**src/rtl/imem_loader.sv**
```systemverilog
// ============================================================================
// Module  : imem_loader
// Brief   : Streams 32-bit instruction words into a byte-addressed
//           instruction memory as four little-endian byte writes, holding
//           the core in reset for the duration of the load.
// Rev     : 1.0  initial release
// ============================================================================
`default_nettype none

module imem_loader #(
    parameter int MEM_BYTES = 88,
    parameter int CNT_W     = 16
) (
    input  logic             clk,
    input  logic             rst_n,
    input  logic             load_start,
    input  logic             s_valid,
    output logic             s_ready,
    input  logic [31:0]      s_data,
    input  logic             s_last,
    output logic             mem_we,
    output logic [31:0]      mem_addr,
    output logic [7:0]       mem_wdata,
    output logic             cpu_hold,
    output logic             load_done,
    output logic             load_err,
    output logic [CNT_W-1:0] word_count,
    output logic [31:0]      checksum
);

    localparam logic [2:0]       c_idle     = 3'd0;
    localparam logic [2:0]       c_accept   = 3'd1;
    localparam logic [2:0]       c_write    = 3'd2;
    localparam logic [2:0]       c_done     = 3'd3;
    localparam logic [2:0]       c_error    = 3'd4;
    localparam logic [31:0]      c_max_addr = 32'(MEM_BYTES - 1);
    localparam logic [CNT_W-1:0] c_cnt_one  = CNT_W'(1);

    logic [2:0]       r_state;
    logic [1:0]       r_beat;
    logic [31:0]      r_base;
    logic [31:0]      r_word;
    logic [23:0]      r_shift;
    logic             r_last;
    logic             r_s_ready;
    logic             r_mem_we;
    logic [31:0]      r_mem_addr;
    logic [7:0]       r_mem_wdata;
    logic             r_cpu_hold;
    logic             r_load_done;
    logic             r_load_err;
    logic [CNT_W-1:0] r_word_count;
    logic [31:0]      r_checksum;

    logic             w_overflow;

    // The whole word must fit: its top byte lands at base+3.
    assign w_overflow = (r_base + 32'd3) > c_max_addr;

    always_ff @(posedge clk or negedge rst_n) begin
        if (!rst_n) begin
            r_state      <= c_idle;
            r_beat       <= 2'd0;
            r_base       <= 32'd0;
            r_word       <= 32'd0;
            r_shift      <= 24'd0;
            r_last       <= 1'b0;
            r_s_ready    <= 1'b0;
            r_mem_we     <= 1'b0;
            r_mem_addr   <= 32'd0;
            r_mem_wdata  <= 8'd0;
            r_cpu_hold   <= 1'b0;
            r_load_done  <= 1'b0;
            r_load_err   <= 1'b0;
            r_word_count <= '0;
            r_checksum   <= 32'd0;
        end else if (load_start) begin
            // Restart abandons any word still being written.
            r_state      <= c_accept;
            r_base       <= 32'd0;
            r_word_count <= '0;
            r_checksum   <= 32'd0;
            r_load_done  <= 1'b0;
            r_load_err   <= 1'b0;
            r_cpu_hold   <= 1'b1;
            r_s_ready    <= 1'b1;
            r_mem_we     <= 1'b0;
        end else begin
            case (r_state)
                c_idle: begin
                    r_s_ready <= 1'b0;
                    r_mem_we  <= 1'b0;
                end
                c_accept: begin
                    if (s_valid && r_s_ready) begin
                        r_s_ready <= 1'b0;
                        if (w_overflow) begin
                            r_state    <= c_error;
                            r_load_err <= 1'b1;
                        end else begin
                            r_state     <= c_write;
                            r_word      <= s_data;
                            r_shift     <= s_data[31:8];
                            r_last      <= s_last;
                            r_beat      <= 2'd0;
                            r_mem_we    <= 1'b1;
                            r_mem_addr  <= r_base;
                            r_mem_wdata <= s_data[7:0];
                        end
                    end
                end
                c_write: begin
                    if (r_beat == 2'd3) begin
                        r_mem_we     <= 1'b0;
                        r_base       <= r_base + 32'd4;
                        r_word_count <= r_word_count + c_cnt_one;
                        r_checksum   <= r_checksum + r_word;
                        if (r_last) begin
                            r_state <= c_done;
                        end else begin
                            r_state   <= c_accept;
                            r_s_ready <= 1'b1;
                        end
                    end else begin
                        r_beat      <= r_beat + 2'd1;
                        r_mem_addr  <= r_base + {30'd0, r_beat + 2'd1};
                        r_mem_wdata <= r_shift[7:0];
                        r_shift     <= {8'd0, r_shift[23:8]};
                    end
                end
                c_done: begin
                    r_load_done <= 1'b1;
                    r_cpu_hold  <= 1'b0;
                    r_state     <= c_idle;
                end
                c_error: begin
                    r_s_ready <= 1'b0;
                    r_mem_we  <= 1'b0;
                end
                default: begin
                    r_state <= c_idle;
                end
            endcase
        end
    end

    assign s_ready    = r_s_ready;
    assign mem_we     = r_mem_we;
    assign mem_addr   = r_mem_addr;
    assign mem_wdata  = r_mem_wdata;
    assign cpu_hold   = r_cpu_hold;
    assign load_done  = r_load_done;
    assign load_err   = r_load_err;
    assign word_count = r_word_count;
    assign checksum   = r_checksum;

endmodule

`default_nettype wire

```
**config.mk**
```make
export PLATFORM = sky130hd
export DESIGN_NAME = imem_loader
export DESIGN_NICKNAME = d
export VERILOG_FILES = /design/src/rtl/imem_loader.sv
export SDC_FILE = /design/constraint.sdc
export NUM_CORES = 1
export LEC_CHECK = 0
export ABC_CLOCK_PERIOD_IN_PS = 3880
export CAP_MARGIN = 20
export CORE_MARGIN = 10
export CORE_UTILIZATION = 45
export CTS_BUF_LIST = sky130_fd_sc_hd__clkbuf_8
export DETAILED_ROUTE_END_ITERATION = 12
export GPL_TIMING_DRIVEN = 0
export PLACE_DENSITY_LB_ADDON = 0.2
export SLEW_MARGIN = 20
export SYNTH_ARGS = -nofsm -noshare
export SYNTH_HDL_FRONTEND = slang
export SYNTH_SLANG_ARGS = --single-unit
```
**constraint.sdc**
```tcl
create_clock -name clk -period 3.88 [get_ports clk]
set_input_delay 0.776 -clock clk [delete_from_list [all_inputs] [get_ports clk]]
set_output_delay 0.776 -clock clk [all_outputs]
set_load 0.05 [all_outputs]
```
; ---- After elaboration in Yosys (flattened, before gate mapping)
; Cells that the tools add are included.
[classes]
addsub = 6
n_mul = 0
n_div = 0
order_cmp = 1
n_eq_ne = 13
n_shift = 0
muxes = 49
bitwise_logic = 2
reduce_logical = 18
[op_table]
columns = operator, n
row1 = $mux 32, 9
row2 = $mux 24, 3
row3 = $pmux 32 s2, 1
row4 = $mux 16, 3
row5 = $pmux 24 s2, 1
row6 = $add 32x2->32, 1
row7 = $add 32x2->32 const B, 1
row8 = $add 32x3->32 const B, 1
row9 = $add 32x32->32, 1
row10 = $gt 32x7->1 const B, 1
row11 = $mux 8, 3
row12 = $add 16x1->16 const B, 1
row13 = $mux 1, 16
row14 = $pmux 8 s2, 1
row15 = $reduce_bool 2->1, 7
row16 = $mux 3, 4
row17 = $ne 3x3->1 const B, 4
row18 = $reduce_and 4->1, 3
row19 = $pmux 3 s3, 1
row20 = $mux 2, 4
row21 = $eq 3x2->1 const B, 2
row22 = $ne 2x2->1 const B, 3
row23 = $pmux 1 s3, 2
row24 = $reduce_and 3->1, 2
row25 = other kinds (13), 14
[word_totals]
regBits = 187
latch_bits = 0
ram_bits = 0
romBits = 0
in_bits = 37
out_inout_bits = 93
wordCells = 104
mem_count = 0

; ---- Depth between registers and ports, before layout
[logic_depth]
depth_word = 6
mapped_depth = 13
mapped_depth_nobuf = 11

; ---- Worst setup path before layout
; No wires, ideal clock.
[synth_timing]
path_type = register to register
start = reg r_checksum[0], in the netlist checksum[0]
end = reg r_checksum[30], in the netlist checksum[30]
setup_time_ns = 0.122
t_arrival_ns = 3.093
t_required_ns = 3.758
setup_slack_ns = 0.666
path_stages_with_launch = 12
n_path_buf = 0
period_less_slack_ns = 3.214
path_cell_list = dfrtp_1 -> ha_1 -> fa_1 -> a21o_1 -> a21o_1 -> a31oi_2 -> a32oi_1 -> a32o_2 -> a21oi_4 -> nor4_1 -> or3_1 -> a32o_1
[synth_between]
elab_chain_len = 4
[synth_rtl]
columns = element, line_no
row1 = "start, declared", 53  ; logic [31:0] r_checksum;
row2 = "start signal, assigned", 117  ; r_checksum <= r_checksum + r_word;
row3 = $add 32x32->32, 117
row4 = $mux 32, 113  ; if (r_beat == 2'd3) begin
row5 = $mux 32, 89  ; case (r_state)
row6 = $mux 32, 77  ; end else if (load_start) begin
; Every way passes these cells. The select of a mux whose other input is x is not followed.
; A chain may end at the register's enable or synchronous reset.

; ---- Worst setup path in the final report
; Ends and elaborated chain as after synthesis.

==> results.sh <==
export IMPL_status="finished, final reports clean"
export IMPL_drc=0
export IMPL_hold_path_class="input port to asynchronous set/reset pin"
export IMPL_floorplan_rows=52
export IMPL_startpoint_type_of_the_worst_setup_path="flop"
export IMPL_first_global_vias=7144
export IMPL_number_of_pins_exceeding_their_max_slew_limit_in_the_final_report=0
export IMPL_clk_pin_slew_worst_paths_ns=0.10
export IMPL_clock_skew_final_ns=0.00971
export IMPL_synth_distinct_cells=54
export IMPL_worst_slew_pin_slew_ns=0.905
export IMPL_cts_root_buf="sky130_fd_sc_hd__clkbuf_8"
export IMPL_synth_async_sr_flop_share=1.00
export IMPL_synth_seq_area_share=0.492
export IMPL_cts_buffers=17
export IMPL_final_setup_viol_count=0
export IMPL_grt_remaining_overflow=0
export IMPL_vias=7245
export IMPL_dp_hpwl_mm=18.2
export IMPL_clock_fmax_mhz=301
export IMPL_synth_flop_cell="sky130_fd_sc_hd__dfrtp_1"
export IMPL_count_of_filler_cells_inserted_in_the_layout=1845
export IMPL_timing_critical_path_required_ns=4.24
export IMPL_grt_antenna_before_repair=0
export IMPL_cell_pwr_density_nw_per_um2=451
export IMPL_buffer_ports_inserted=129
export IMPL_crit_path_max_fanout=5
export IMPL_r2r_start="checksum[0]$_DFFE_PN0P_"
export IMPL_avgSynthCellArea_um2=9.89
export IMPL_post_synth_most_frequent_cells="sky130_fd_sc_hd__dfrtp_1 (185), sky130_fd_sc_hd__nand2_1 (152), sky130_fd_sc_hd__o21ai_0 (97)"
export IMPL_htreeDepth=4
export IMPL_max_cap_viols=0
export IMPL_count_of_flip_flops_with_a_built_in_enable_after_synthesis=0
export IMPL_drt_pass1_iter_count=5
export IMPL_drt_initial_drc_count=423
export IMPL_setup_repair_after_global_routing_missed_its_margin="no"
export IMPL_initial_core_util=0.461
export IMPL_cts_hold_buffers=0
export IMPL_worstSetupEndpointType="flop"
export IMPL_timing_slew_headroom=0.396
export IMPL_wirelength_mm=23.9
export IMPL_clk_insertion_delay_late_ns=0.46
export IMPL_cell_with_the_most_instances_after_synthesis="sky130_fd_sc_hd__dfrtp_1"
export IMPL_critical_path_arrival_ns=3.69
export IMPL_power_leakage_nw=5.02
export IMPL_post_drt_wl_per_cell_um=17.2
export IMPL_ant_nets=0
export IMPL_first_pass_grt_wire_length_mm=38.4
export IMPL_clk_path_buf_depth=2
export IMPL_design_core_area_um2=20400
export IMPL_worst_ir_drop_vdd_mv=0.238
export IMPL_detail_route_vias_per_cell=5.23
export IMPL_boundary_pins=130
export IMPL_timing_setup_tns_ns=0
export IMPL_fin_total_pwr_mw=5.20
export IMPL_synth_yosys_warnings=0
export IMPL_post_synth_top_area_fraction=0.492
export IMPL_final_layout_size_suffix_gt1_frac=0.0888
export IMPL_gp_routability_congestion=0.885
export IMPL_syn_area_um2=9410
export IMPL_critical_setup_path_class="flop to flop"
export IMPL_cts_sink_count=185
export IMPL_clock_tree_from_tritoncts="built"
export IMPL_pin_count_of_the_biggest_net_entering_global_routing=76
export IMPL_insertedDiodeCount=0
export IMPL_synth_ff_latch_count=185
export IMPL_rr_endpoint="checksum[30]$_DFFE_PN0P_"
export IMPL_die_height_um=165
export IMPL_die_width_um=165
export IMPL_final_min_period_over_clock_period=0.857
export IMPL_cts_repair_timing_setup_buffer_count=0
export IMPL_die_area_um2=27100
export IMPL_synth_largest_area_cell="sky130_fd_sc_hd__dfrtp_1"
export IMPL_synthesis_instances=952
export IMPL_syn_nets=1027
export IMPL_groute_usage_overall=0.178
export IMPL_timing_reg2reg_setup_slack_ns=0.55
export IMPL_cts_repair_resized=0
export IMPL_synthToLayoutAreaGrowth_pct=22.6
export IMPL_timing_hold_violations_final=0
export IMPL_timing_reg2reg_worst_path_depth=11
export IMPL_post_synth_main_area_contributors="sky130_fd_sc_hd__dfrtp_1 (49%), sky130_fd_sc_hd__nand2_1 (6.1%), sky130_fd_sc_hd__mux2_2 (5.5%)"
export IMPL_finalWorstPathRequiredPeriod_ns=3.33
export IMPL_finalNetCount=1177
registers in the layout, summed over array words and instances (netlist names):
name / cells
checksum: 32
load_done: 1
r_last: 1
s_ready: 1
load_err: 1
r_word: 32
cpu_hold: 1
mem_we: 1
r_shift: 24
r_state: 3
mem_addr: 32
r_base: 30
r_beat: 2
mem_wdata: 8
word_count: 16
placed cells by master, fill, tap and decap left out, drive strengths merged, types with 13 or more instances in the layout:
cell and instances:
mux2i 28, ha 37, nand3 22, mux2 46, xnor2 33, a21oi 42
clkbuf 46, nor3 14, nand4 13, dfrtp 185, clkdlybuf4s50 128, o21ai 101
xor2 48, a21o 16, buf 14, nor2 79, inv 22, nand2 152
logic make-up after synthesis:
family                     share of synthesized area
AOI/OAI and AO/OA                              0.118
xor gates and xnor gates                      0.0754
adders and majority gates                     0.0513
buffers and inverters                         0.0249
DFF                                            0.492
muxes                                         0.0848
other                                       0.000398
and+or+nand+nor                                0.154
routing by layer:
layer,up-vias,track usage,routed length (um)
li1,3594,-,-
met1,3463,0.248,11600
met2,165,0.272,10600
met3,23,0.0468,1410
met4,0,0.0423,290
met5,-,0,0
where the power goes:
group          switching, mW  internal, mW
registers              0.209          2.25
logic                  0.772         0.554
clock network          0.716         0.703
worst max-delay path, stage by stage, from the launching register on:
cell	delay (ns)
sky130_fd_sc_hd__dfrtp_1	0.41
sky130_fd_sc_hd__ha_1	0.25
sky130_fd_sc_hd__fa_1	0.42
sky130_fd_sc_hd__a21o_1	0.17
sky130_fd_sc_hd__a21o_1	0.21
sky130_fd_sc_hd__a31oi_2	0.25
sky130_fd_sc_hd__a32oi_1	0.22
sky130_fd_sc_hd__a32o_2	0.37
sky130_fd_sc_hd__a21oi_4	0.21
sky130_fd_sc_hd__nor4_1	0.10
sky130_fd_sc_hd__or3_1	0.35
sky130_fd_sc_hd__a32o_1	0.25
worst max-delay path by stage:
stage / endpoint / start / cells past startpoint / slack (ns)
final: checksum[30]$_DFFE_PN0P_ / checksum[0]$_DFFE_PN0P_ / 11 / 0.55
after global routing: checksum[30]$_DFFE_PN0P_ / checksum[0]$_DFFE_PN0P_ / 11 / 0.45
after CTS: checksum[30]$_DFFE_PN0P_ / checksum[0]$_DFFE_PN0P_ / 11 / 0.58
after detailed placement: checksum[30]$_DFFE_PN0P_ / checksum[0]$_DFFE_PN0P_ / 11 / 0.60
after global placement: word_count[8]$_DFFE_PN0P_ / rst_n / 1 / -5.94
after floorplan: checksum[30]$_DFFE_PN0P_ / checksum[0]$_DFFE_PN0P_ / 11 / 0.67
per-stage QoR:
step | util | hold WS, ns | worst slack (ns) | cell area (um^2) | std cells
final | 0.565 | 0.186 | 0.553 | 11500 | 1385
after CTS | 0.565 | 0.179 | 0.579 | 11500 | 1385
after detailed placement | 0.543 | 0.470 | 0.602 | 11100 | 1353
after floorplan | - | 0.450 | 0.666 | 9410 | 952
after global routing | 0.565 | 0.192 | 0.454 | 11500 | 1385
after global placement | 0.540 | 0.461 | -5.94 | 11000 | 1351
cell type report:
class	count	area, um^2	share of cell area
multi-input combinational	708	4550	0.394
clock buffer	17	234	0.0203
inverter	19	71.3	0.00618
tap	270	338	0.0293
timing repair buffer	131	1350	0.117
sequential	185	4630	0.401
clock inverter	15	201	0.0175
buffer	40	163	0.0141
Power figures use the tool's default switching activity.
